===== config.mk =====
export PLATFORM = sky130hd
export DESIGN_NAME = instruction_fetch
export DESIGN_NICKNAME = d
export VERILOG_FILES = /design/src/rtl/fetch_pkg.sv /design/src/rtl/fetch_watchdog.sv /design/src/rtl/instruction_fetch.sv
export SDC_FILE = /design/constraint.sdc
export NUM_CORES = 1
export LEC_CHECK = 0
export CORE_ASPECT_RATIO = 1.2
export CORE_MARGIN = 8
export CORE_UTILIZATION = 31
export DETAILED_ROUTE_END_ITERATION = 6
export PLACE_DENSITY = 0.71
export SLEW_MARGIN = 15
export SYNTH_ARGS = -nofsm -noshare
export SYNTH_HDL_FRONTEND = slang
export SYNTH_SLANG_ARGS = --single-unit

===== constraint.sdc =====
create_clock -name clk -period 2.25 [get_ports clk]
set_input_delay 0.3375 -clock clk [delete_from_list [all_inputs] [get_ports clk]]
set_output_delay 0.3375 -clock clk [all_outputs]
set_load 0.05 [all_outputs]

===== src/rtl/fetch_pkg.sv =====
// Shared types and defaults for the instruction fetch stage.
package fetch_pkg;

  typedef enum logic [1:0] {
    IDLE = 2'd0,
    REQ  = 2'd1,
    HOLD = 2'd2,
    ERR  = 2'd3
  } fetch_state_e;

  localparam int MAX_WAIT_DEF = 8;

endpackage


===== src/rtl/fetch_watchdog.sv =====
// Consecutive-wait counter for the memory request.
// tc is high during the MAX_WAIT-th consecutive waiting cycle.
module fetch_watchdog
  import fetch_pkg::*;
#(
  parameter int MAX_WAIT = MAX_WAIT_DEF
) (
  input  logic clk,
  input  logic rst,
  input  logic clr,
  input  logic inc,
  output logic tc
);

  localparam int CW = $clog2(MAX_WAIT + 1);

  logic [CW-1:0] cnt;

  // Clear outside a request, count each unacknowledged request cycle.
  always_ff @(posedge clk or posedge rst) begin
    if (rst)      cnt <= '0;
    else if (clr) cnt <= '0;
    else if (inc) cnt <= cnt + 1'b1;
  end

  assign tc = (cnt == CW'(MAX_WAIT - 1));

endmodule


===== src/rtl/instruction_fetch.sv =====
// Fetch stage: one memory read per instruction, registered hand-off to
// decode, single pc_en pulse per delivered instruction, sticky timeout.
module instruction_fetch
  import fetch_pkg::*;
#(
  parameter int ADDR_W   = 32,
  parameter int DATA_W   = 32,
  parameter int MAX_WAIT = MAX_WAIT_DEF
) (
  input  logic              clk,
  input  logic              rst,
  input  logic [ADDR_W-1:0] pc,
  input  logic              flush,
  output logic              pc_en,
  output logic              imem_req,
  output logic [ADDR_W-1:0] imem_addr,
  input  logic              imem_ack,
  input  logic [DATA_W-1:0] imem_rdata,
  output logic [DATA_W-1:0] instr,
  output logic              instr_valid,
  input  logic              instr_ready,
  output logic              fetch_err
);

  fetch_state_e      state, state_d;
  logic [ADDR_W-1:0] addr_q, addr_d;
  logic [DATA_W-1:0] instr_d;
  logic              valid_d, pc_en_d, err_d;
  logic              wd_tc;

  // Counter is held at zero outside REQ, so every REQ entry starts fresh.
  fetch_watchdog #(.MAX_WAIT(MAX_WAIT)) u_wd (
    .clk (clk),
    .rst (rst),
    .clr (state != REQ),
    .inc ((state == REQ) && !imem_ack),
    .tc  (wd_tc)
  );

  // State and registered outputs.
  always_ff @(posedge clk or posedge rst) begin
    if (rst) begin
      state       <= IDLE;
      addr_q      <= '0;
      instr       <= '0;
      instr_valid <= 1'b0;
      pc_en       <= 1'b0;
      fetch_err   <= 1'b0;
    end else begin
      state       <= state_d;
      addr_q      <= addr_d;
      instr       <= instr_d;
      instr_valid <= valid_d;
      pc_en       <= pc_en_d;
      fetch_err   <= err_d;
    end
  end

  // Next state and next output values; flush outranks ack, transfer and
  // timeout everywhere except ERR.
  always_comb begin
    state_d = state;
    addr_d  = addr_q;
    instr_d = instr;
    valid_d = instr_valid;
    pc_en_d = 1'b0;
    err_d   = fetch_err;
    case (state)
      IDLE: begin
        // On flush the PC is loading the target this cycle; capture next cycle.
        if (!flush) begin
          addr_d  = pc;
          state_d = REQ;
        end
      end
      REQ: begin
        if (flush) begin
          state_d = IDLE;
        end else if (imem_ack) begin
          instr_d = imem_rdata;
          valid_d = 1'b1;
          pc_en_d = 1'b1;
          state_d = HOLD;
        end else if (wd_tc) begin
          err_d   = 1'b1;
          state_d = ERR;
        end
      end
      HOLD: begin
        if (flush || instr_ready) begin
          valid_d = 1'b0;
          state_d = IDLE;
        end
      end
      ERR:     state_d = ERR;
      default: state_d = IDLE;
    endcase
  end

  assign imem_req  = (state == REQ);
  assign imem_addr = addr_q;

endmodule


==> impl_metrics.yaml, run 1 <==
pwr:
  internal-power_uw: 3930
  p_switching_uw: 3190
  power.share.clock_pct: 15.4
  total_power_uw: 7120
  combPwrFrac_pct: 54.7
  p_leak_uw: 0.00186
  pwr-share-seq_pct: 30.0
  p_sw_share_pct: 44.9
  ir_worst_vdd_mv: 0.811
  p_per_area_nw_per_um2: 1570
global_routing:
  antenna_found_initial: 0
  grt-ovfl-total: 0
  grt_use_total_pct: 11.7
  first_global_vias: 2180
  grt_pass1_wl_mm: 11.4
  grt_max_degree: 74
place:
  portBuffers: 136
  place_hpwl_mm: 5.12
  dpl_cell_area_um2: 4320
  gp_routability_congestion: 0.692
cts:
  ctsRootBufferMaster: "clkbuf_8"
  clockBufferDepth: 2
  post_cts_resized: 0
  cts_tree: "built"
  insertion_delay_ns: 0.33
  clkSlewWorstSetupHoldPaths_ns: 0.08
  clock_sinks: 73
  numCtsBuffers: 9
  htreeDepth: 3
  post-cts-setup-buffer-count: 0
  hold_buffers: 0
min_path:
  hold_path.class: "in -> async"
logic_synthesis:
  ys_seq_elements: 73
  synthDistinctLibCells: 24
  ys_warn_count: 0
  synth_fp_nets: 243
  avgSynthCellArea_um2: 16.2
  ys_seq_area_share_pct: 65.3
  syn_inst: 173
  syn-cell-area_um2: 2800
worst_setup_path:
  cp_top_family: "buffers and inverters"
  cpPeakStageDelay_ns: 0.82
  path_depth: 1
  end_kind: "primary output"
  start_kind: "flop"
  worstPathRequired_ns: 1.91
  worstSetupPathType: "reg -> out"
  path_buf_inv: 1
  reg2regPathDepth: 4
  cp_cell_sequence: "clkdlybuf4s50_1"
  crit_arrival_ns: 1.54
  path_max_fanout: 3
  slowest_stage: "clkdlybuf4s50_1"
cells_and_area:
  nets: 386
  drive_gt1_share_pct: 26.5
  area_growth_pct: 62.0
  final_common_cell: "clkdlybuf4s50_1"
  design_area_um2: 4540
  final_cell_mix: "135 x clkdlybuf4s50_1, 73 x dfrtp_1, 64 x mux2_2, 9 x clkbuf_8, 4 x nor2_1"
  diodes: 0
  final_util_pct: 51.0
floorplanning:
  die-width_um: 103
  dieArea_um2: 12300
  rows: 38
  die-height_um: 120
  core-area_um2: 8890
  start_util_pct: 31.5
  boundaryPins: 137
route:
  via_per_inst: 4.34
  drt-pass1-iter-count: 4
  drt_wl_total_mm: 6.91
  wl_per_cell_um: 15.7
  vias: 1915
  drt.antenna.violating_nets: 0
  drtIter0Drc: 78
  route.detailed.drc: 0
timing:
  slew_violations: 0
  fin_crit_ns: 1.88
  worst_pin_slew_ns: 0.528
  max_freq_mhz: 533
  finalSetupViolations: 0
  fin_tns_setup_ns: 0
  max-slew-margin-rel_pct: 64.7
  post-route-period-util_pct: 83.3
  rsz0062_at_grt: "false"
  hold_viol_final: 0
  clock_skew_ns: 0.00981
status:
  status: "finished, final reports clean"
job:
  drv_cap: 0
[logic make-up after synthesis]
family	Yosys count	synth area share (%)
AND/OR/NAND/NOR	13	2.91
adder cells (fa/ha/maj)	1	0.447
flip-flops	73	65.3
buffers and inverters	10	2.32
multiplexers	65	26.1
XOR/XNOR	3	0.939
AO/OA/AOI/OAI	8	2.01
[synth_stat cells]
cell / count / area (um2)
a21o_1: 1 / 7.51
mux2i_1: 1 / 10.0
or4_1: 1 / 7.51
a21oi_1: 1 / 5.00
nor2b_1: 2 / 12.5
nand2_1: 2 / 7.51
mux2_2: 64 / 721
dfrtp_1: 73 / 1830
o21ai_0: 1 / 5.00
clkbuf_1: 1 / 3.75
a22o_1: 1 / 8.76
nor3_1: 1 / 5.00
nor2_1: 4 / 15.0
inv_1: 2 / 7.51
xor2_1: 2 / 17.5
nor3b_4: 1 / 18.8
o21bai_1: 3 / 22.5
xnor2_1: 1 / 8.76
a211oi_1: 1 / 7.51
nand2b_1: 1 / 6.26
ha_1: 1 / 12.5
buf_2: 4 / 20.0
buf_6: 3 / 33.8
nand4b_1: 1 / 8.76
[final timing paths]
kind / slack [ns] / end / from
setup / recovery: 0.37 / instr_valid / instr_valid$_DFFE_PP0P_
hold / removal: 0.40 / instr[1]$_DFFE_PP0P_ / rst
setup reg to reg: 0.50 / instr[29]$_DFFE_PP0P_ / state[1]$_DFFE_PP0P_
max in group asynchronous: 1.51 / instr[22]$_DFFE_PP0P_ / rst
min in group clk: 0.50 / fetch_err$_DFFE_PP0P_ / fetch_err$_DFFE_PP0P_
hold reg to reg: 0.50 / fetch_err$_DFFE_PP0P_ / fetch_err$_DFFE_PP0P_
[stage by stage]
| step | setup WS (ns) | cells | hold WS (ns) |
|---|---|---|---|
| global route | 0.320 | 441 | 0.442 |
| finish | 0.375 | 441 | 0.396 |
| detailed placement | 0.346 | 425 | 0.482 |
| CTS | 0.332 | 441 | 0.409 |
| floorplan | 0.0592 | 173 | 0.489 |
| global placement | 0.399 | 425 | 0.466 |
[area by class of cell]
| cell class | instances | area, um2 |
|---|---|---|
| Clock inverter | 4 | 77.6 |
| Fill cell | 784 | 4360 |
| Sequential cell | 73 | 1830 |
| Clock buffer | 12 | 135 |
| Multi-Input combinational cell | 90 | 912 |
| Tap cell | 120 | 150 |
| Timing Repair Buffer | 140 | 1430 |
| Inverter | 2 | 7.51 |
[flip-flops by register name, indices dropped and copies added (netlist names)]
name         cells
instr           32
fetch_err        1
state            2
pc_en            1
u_wd.cnt         4
imem_addr       32
instr_valid      1
[layer usage]
metal	GRT usage, %	wire length, um	vias up
met5	0	0	-
li1	-	-	889
met1	13.8	2840	922
met2	17.2	3050	97
met4	4.90	73	0
met3	6.20	950	7
[power by group through the flow]
stage,combinational (uW),clock [uW],sequential [uW]
2_1_floorplan,643,0,4030
4_1_cts,3940,1150,2140
5_1_grt,4040,1210,2220
3_3_place_gp,3890,0,2150
6_report,3890,1090,2130
3_5_place_dp,3940,0,2160
[worst min-delay path: cells and delay by family]
family                 cells  cell delay (ns)
buffers and inverters      3             0.81
Power figures use the tool's default switching activity.
==> run 2, diff against run 1 <==
Clock period 2.25 ns to 1.55 ns, I/O delays scaled along.
==> run 2 against run 1 <==
Effect of this change: routed wire length is 7.9% higher; count of clock-buffer cells in the layout is 1 higher; first-iteration DRC count is 24% lower; via count is 2.2% higher; critical endpoint is now instr[21]$_DFFE_PP0P_; largest cell class unchanged; largest power group unchanged.
==> impl_metrics.yaml, run 2 (same netlist as run 1, synthesis figures left out) <==
route:
  vias: 1957
  drt-pass1-iter-count: 3
  via_per_inst: 4.32
  drtIter0Drc: 59
  drt.antenna.violating_nets: 0
  drt_wl_total_mm: 7.46
  route.detailed.drc: 0
  wl_per_cell_um: 16.5
cts:
  hold_buffers: 0
  insertion_delay_ns: 0.33
  clock_sinks: 73
  clkSlewWorstSetupHoldPaths_ns: 0.07
  clockBufferDepth: 2
  ctsRootBufferMaster: "clkbuf_8"
  htreeDepth: 3
  cts_tree: "built"
  numCtsBuffers: 9
floorplanning:
  die-height_um: 120
  core-area_um2: 8890
  rows: 38
  boundaryPins: 137
  die-width_um: 103
  dieArea_um2: 12300
  start_util_pct: 31.5
global_routing:
  globalRouteMet2Util_pct: 21.0
  grt_use_total_pct: 11.9
  grt-ovfl-total: 0
  first_global_vias: 2112
  grt_pass1_wl_mm: 11.1
  grtUsageMet1_pct: 12.3
  busiest_layer: "met2"
  grt_max_degree: 42
  antenna_found_initial: 0
  met3_usage_pct: 4.87
timing:
  fin_hold_ws_ns: 0.314
  max_freq_mhz: 671
  worst_pin_slew_ns: 0.227
  slew_violations: 0
  fin_tns_setup_ns: 0
  rsz0062_at_grt: "false"
  finalSetupViolations: 0
  hold_viol_final: 0
  max-slew-margin-rel_pct: 84.8
  post-route-period-util_pct: 96.1
  clock_skew_ns: 0.00269
  fin_crit_ns: 1.49
place:
  portBuffers: 136
  gp_routability_congestion: 0.739
  dpl_cell_area_um2: 4230
  place_hpwl_mm: 5.60
cells_and_area:
  nFillCells: 775
  area_growth_pct: 61.6
  design_area_um2: 4520
  drive_gt1_share_pct: 50.5
  diodes: 0
  final_cell_mix: "73 x buf_4, 72 x dfrtp_1, 68 x clkdlybuf4s50_1, 62 x mux2_2, 11 x clkbuf_8"
  final_common_cell: "buf_4"
  final_util_pct: 50.9
  nets: 398
min_path:
  hold_path.class: "in -> async"
worst_setup_path:
  start_kind: "flop"
  cp_top_family: "flip-flops"
  crit_arrival_ns: 1.71
  path_buf_inv: 2
  worstPathRequired_ns: 1.77
  cpPeakStageDelay_ns: 0.39
  slowest_stage: "dfrtp_1"
  worstSetupPathType: "reg -> reg"
  cp_cell_sequence: "nand2b_4 -> nor3b_4 -> buf_6 -> clkbuf_16 -> mux2_2"
  end_kind: "flop"
  path_max_fanout: 15
pwr:
  p_leak_uw: 0.00200
  ir_worst_vdd_mv: 0.784
  p_per_area_nw_per_um2: 2210
job:
  drv_cap: 0
status:
  status: "finished, final reports clean"
## run 2: changes by cell type in the layout (fill, tap and decap cells not counted), sizes merged
cell	before	now
clkinv	2	3
buf	5	82
clkinvlp	0	1
clkbuf	12	15
clkdlybuf4s50	135	68
inv	2	1
bufinv	2	0
## run 2: power by group
| group | switching (uW) | leakage (uW) | total, uW | internal, uW |
|---|---|---|---|---|
| combinational | 3620 | 0.00104 | 5570 | 1950 |
| clock | 657 | 0.0000932 | 1320 | 662 |
| sequential | 412 | 0.000867 | 3110 | 2690 |
## run 2: path summary, 6_finish.rpt
path,slack (ns),end,cells past startpoint,startpoint
min in group clk,0.48,fetch_err$_DFFE_PP0P_,1,fetch_err$_DFFE_PP0P_
min,0.31,instr[15]$_DFFE_PP0P_,3,rst
max,0.06,instr[21]$_DFFE_PP0P_,5,state[1]$_DFFE_PP0P_
max reg2reg,0.06,instr[21]$_DFFE_PP0P_,5,state[1]$_DFFE_PP0P_
max in group asynchronous,1.02,imem_addr[1]$_DFFE_PP0P_,3,rst
min reg2reg,0.48,fetch_err$_DFFE_PP0P_,1,fetch_err$_DFFE_PP0P_
## run 2: layout make-up
| type | count | area, um2 | share of cell area [%] |
|---|---|---|---|
| timing repair buffer | 152 | 1430 | 31.6 |
| multi-input combinational | 90 | 933 | 20.6 |
| clock inverter | 3 | 15.0 | 0.332 |
| sequential | 73 | 1830 | 40.4 |
| tap | 120 | 150 | 3.32 |
| clock buffer | 13 | 159 | 3.51 |
| inverter | 2 | 11.3 | 0.249 |
## run 2: worst register-to-register path: cells and delay by family (launching register included)
| kind | cells | cell delay [ns] |
|---|---|---|
| and+or+nand+nor | 2 | 0.33 |
| buffers and inverters | 2 | 0.33 |
| muxes | 1 | 0.34 |
| DFF | 1 | 0.39 |
## run 2: what timing repair did
action | 4_1_cts | 5_1_grt
pin swaps | 0 | 2
setup endpoints to repair | 32 | 62
resized for setup | 6 | 5
gates cloned | 1 | 2
buffers inserted | 0 | 2
## run 2: metal layers
layer	up-vias	wire [um]
li1	914	-
met1	975	2720
met2	63	4030
met3	5	636
met4	0	73
met5	-	0
## run 2: metrics by stage
step | instances | power, uW | setup WS (ns)
detailed placement | 432 | 8680 | -0.236
global route | 453 | 10500 | 0.0140
floorplan | 173 | 6800 | -0.0727
global placement | 432 | 8580 | -0.198
CTS | 449 | 10100 | -0.00546
finish | 453 | 10000 | 0.0603
==> run 3, diff against run 2 <==
Settings changed: CORE_UTILIZATION 31 to 36, PLACE_DENSITY 0.71 to 0.8, SLEW_MARGIN 15 to not set.
==> run 3 against run 2 <==
Effect of this change: count of clock-buffer cells in the layout fell by 2; fmax fell by 0.84%; sequential share of layout area rose by 0.51 points; final cell count fell by 6.2%; combinational power fell by 0.7%; first-iteration DRC count fell by 36%; global-route usage rose by 0.84 points; via count rose by 0.41%; power rose by 0.85%; register-to-register slack barely moved; design area fell by 1.2%.
==> impl_metrics.yaml, run 3 (same netlist as run 1, synthesis figures left out) <==
timing:
  slew_violations: 0
  fin_tns_setup_ns: 0
  fin_crit_ns: 1.50
  post-route-period-util_pct: 96.9
  timing.final.ws_setup_ns: 0.0477
  max_freq_mhz: 666
  finalSetupViolations: 0
  clock_skew_ns: 0.00831
  worst_pin_slew_ns: 0.347
  rsz0062_at_grt: "false"
  hold_viol_final: 0
  max-slew-margin-rel_pct: 76.9
route:
  route.detailed.drc: 0
  drt_wl_total_mm: 7.03
  vias: 1965
  wl_per_cell_um: 16.5
  drt.antenna.violating_nets: 0
  drt-pass1-iter-count: 3
  via_per_inst: 4.62
  drtIter0Drc: 38
cells_and_area:
  drive_gt1_share_pct: 50.5
  diodes: 0
  final_util_pct: 58.6
  area_growth_pct: 59.6
  final_common_cell: "buf_4"
  nFillCells: 639
  nets: 399
  instances_no_fill: 425
  final_cell_mix: "77 x buf_4, 72 x dfrtp_1, 68 x clkdlybuf4s50_1, 64 x mux2_2, 10 x clkbuf_8"
worst_setup_path:
  end_kind: "flop"
  worstSetupPathType: "reg -> reg"
  worstPathRequired_ns: 1.75
  crit_arrival_ns: 1.71
  reg2reg_slack_ns: 0.05
  path_max_fanout: 14
  start_kind: "flop"
floorplanning:
  die-height_um: 113
  start_util_pct: 36.7
  boundaryPins: 137
  die-width_um: 96.5
  core-area_um2: 7620
  rows: 35
  dieArea_um2: 10900
cts:
  clkSlewWorstSetupHoldPaths_ns: 0.08
  htreeDepth: 3
  cts_tree: "built"
  numCtsBuffers: 9
  clock_sinks: 73
  clockBufferDepth: 2
  hold_buffers: 0
  ctsRootBufferMaster: "clkbuf_8"
  insertion_delay_ns: 0.33
place:
  gp_routability_congestion: 0.702
  place_hpwl_mm: 5.26
  place_inst: 403
  pre_cts_ws_ns: -0.202
  portBuffers: 136
global_routing:
  grt_max_degree: 45
  grt_use_total_pct: 12.8
  first_global_vias: 2185
  antenna_found_initial: 0
  grt-ovfl-total: 0
  grt_pass1_wl_mm: 11.0
status:
  status: "finished, final reports clean"
pwr:
  p_leak_uw: 0.00199
  ir_worst_vdd_mv: 1.39
  total_power_uw: 10100
  p_per_area_nw_per_um2: 2260
min_path:
  hold_path.class: "in -> async"
job:
  drv_cap: 0
-- run 3: changes by cell type in the layout (fill, tap and decap cells not counted), sizes merged --
cell      delta
clkbuf       -3
clkinv       -2
bufinv       +1
clkinvlp     +2
buf          +2
-- run 3: area by class of cell --
cell class	instances	area [um2]	area share (%)
Clock buffer	11	141	3.16
Multi-Input combinational cell	90	926	20.7
Sequential cell	73	1830	40.9
Inverter	2	11.3	0.252
Timing Repair Buffer	153	1390	31.2
Tap cell	92	115	2.58
Clock inverter	4	53.8	1.20
-- run 3: layer usage --
layer / GRT usage [%] / vias up / share of wire (%)
met5: 0 / - / 0
met4: 4.55 / 0 / 1.3
met3: 6.01 / 10 / 13
met2: 19.8 / 92 / 48
met1: 14.9 / 948 / 38
li1: - / 915 / -
-- run 3: report_power, final --
group,internal [uW],switching [uW]
combinational,1930,3590
sequential,2690,420
clock,782,663
-- run 3: repair_timing --
| action | 4_1_cts | 5_1_grt |
|---|---|---|
| resized for setup | 2 | 8 |
| endpoints found under the hold margin | 0 | 0 |
| pin swaps | 1 | 2 |
| setup buffers | 6 | 1 |
| cloned | 1 | 2 |
| setup endpoints to repair | 26 | 58 |
-- run 3: path summary, 6_finish.rpt --
| path | from | endpoint | cells past startpoint |
|---|---|---|---|
| worst max register to register | state[1]$_DFFE_PP0P_ | imem_addr[29]$_DFFE_PP0P_ | 4 |
| max in group asynchronous | rst | instr[13]$_DFFE_PP0P_ | 3 |
| worst min register to register | fetch_err$_DFFE_PP0P_ | fetch_err$_DFFE_PP0P_ | 1 |
| worst min-delay path | rst | imem_addr[27]$_DFFE_PP0P_ | 3 |
| min in group clk | fetch_err$_DFFE_PP0P_ | fetch_err$_DFFE_PP0P_ | 1 |
| worst max-delay path | state[1]$_DFFE_PP0P_ | imem_addr[29]$_DFFE_PP0P_ | 4 |
-- run 3: critical path, cell delays in order (launching register included) --
cell and delay [ns]:
dfrtp_1 0.39, buf_4 0.15, nor3_4 0.26, clkbuf_16 0.24, mux2_2 0.34
-- run 3: per-stage QoR --
step | cell area, um2 | hold slack [ns]
3_5_place_dp | 4200 | 0.476
5_1_grt | 4470 | 0.314
4_1_cts | 4470 | 0.314
2_1_floorplan | 2820 | 0.384
6_report | 4470 | 0.313
3_3_place_gp | 4200 | 0.463
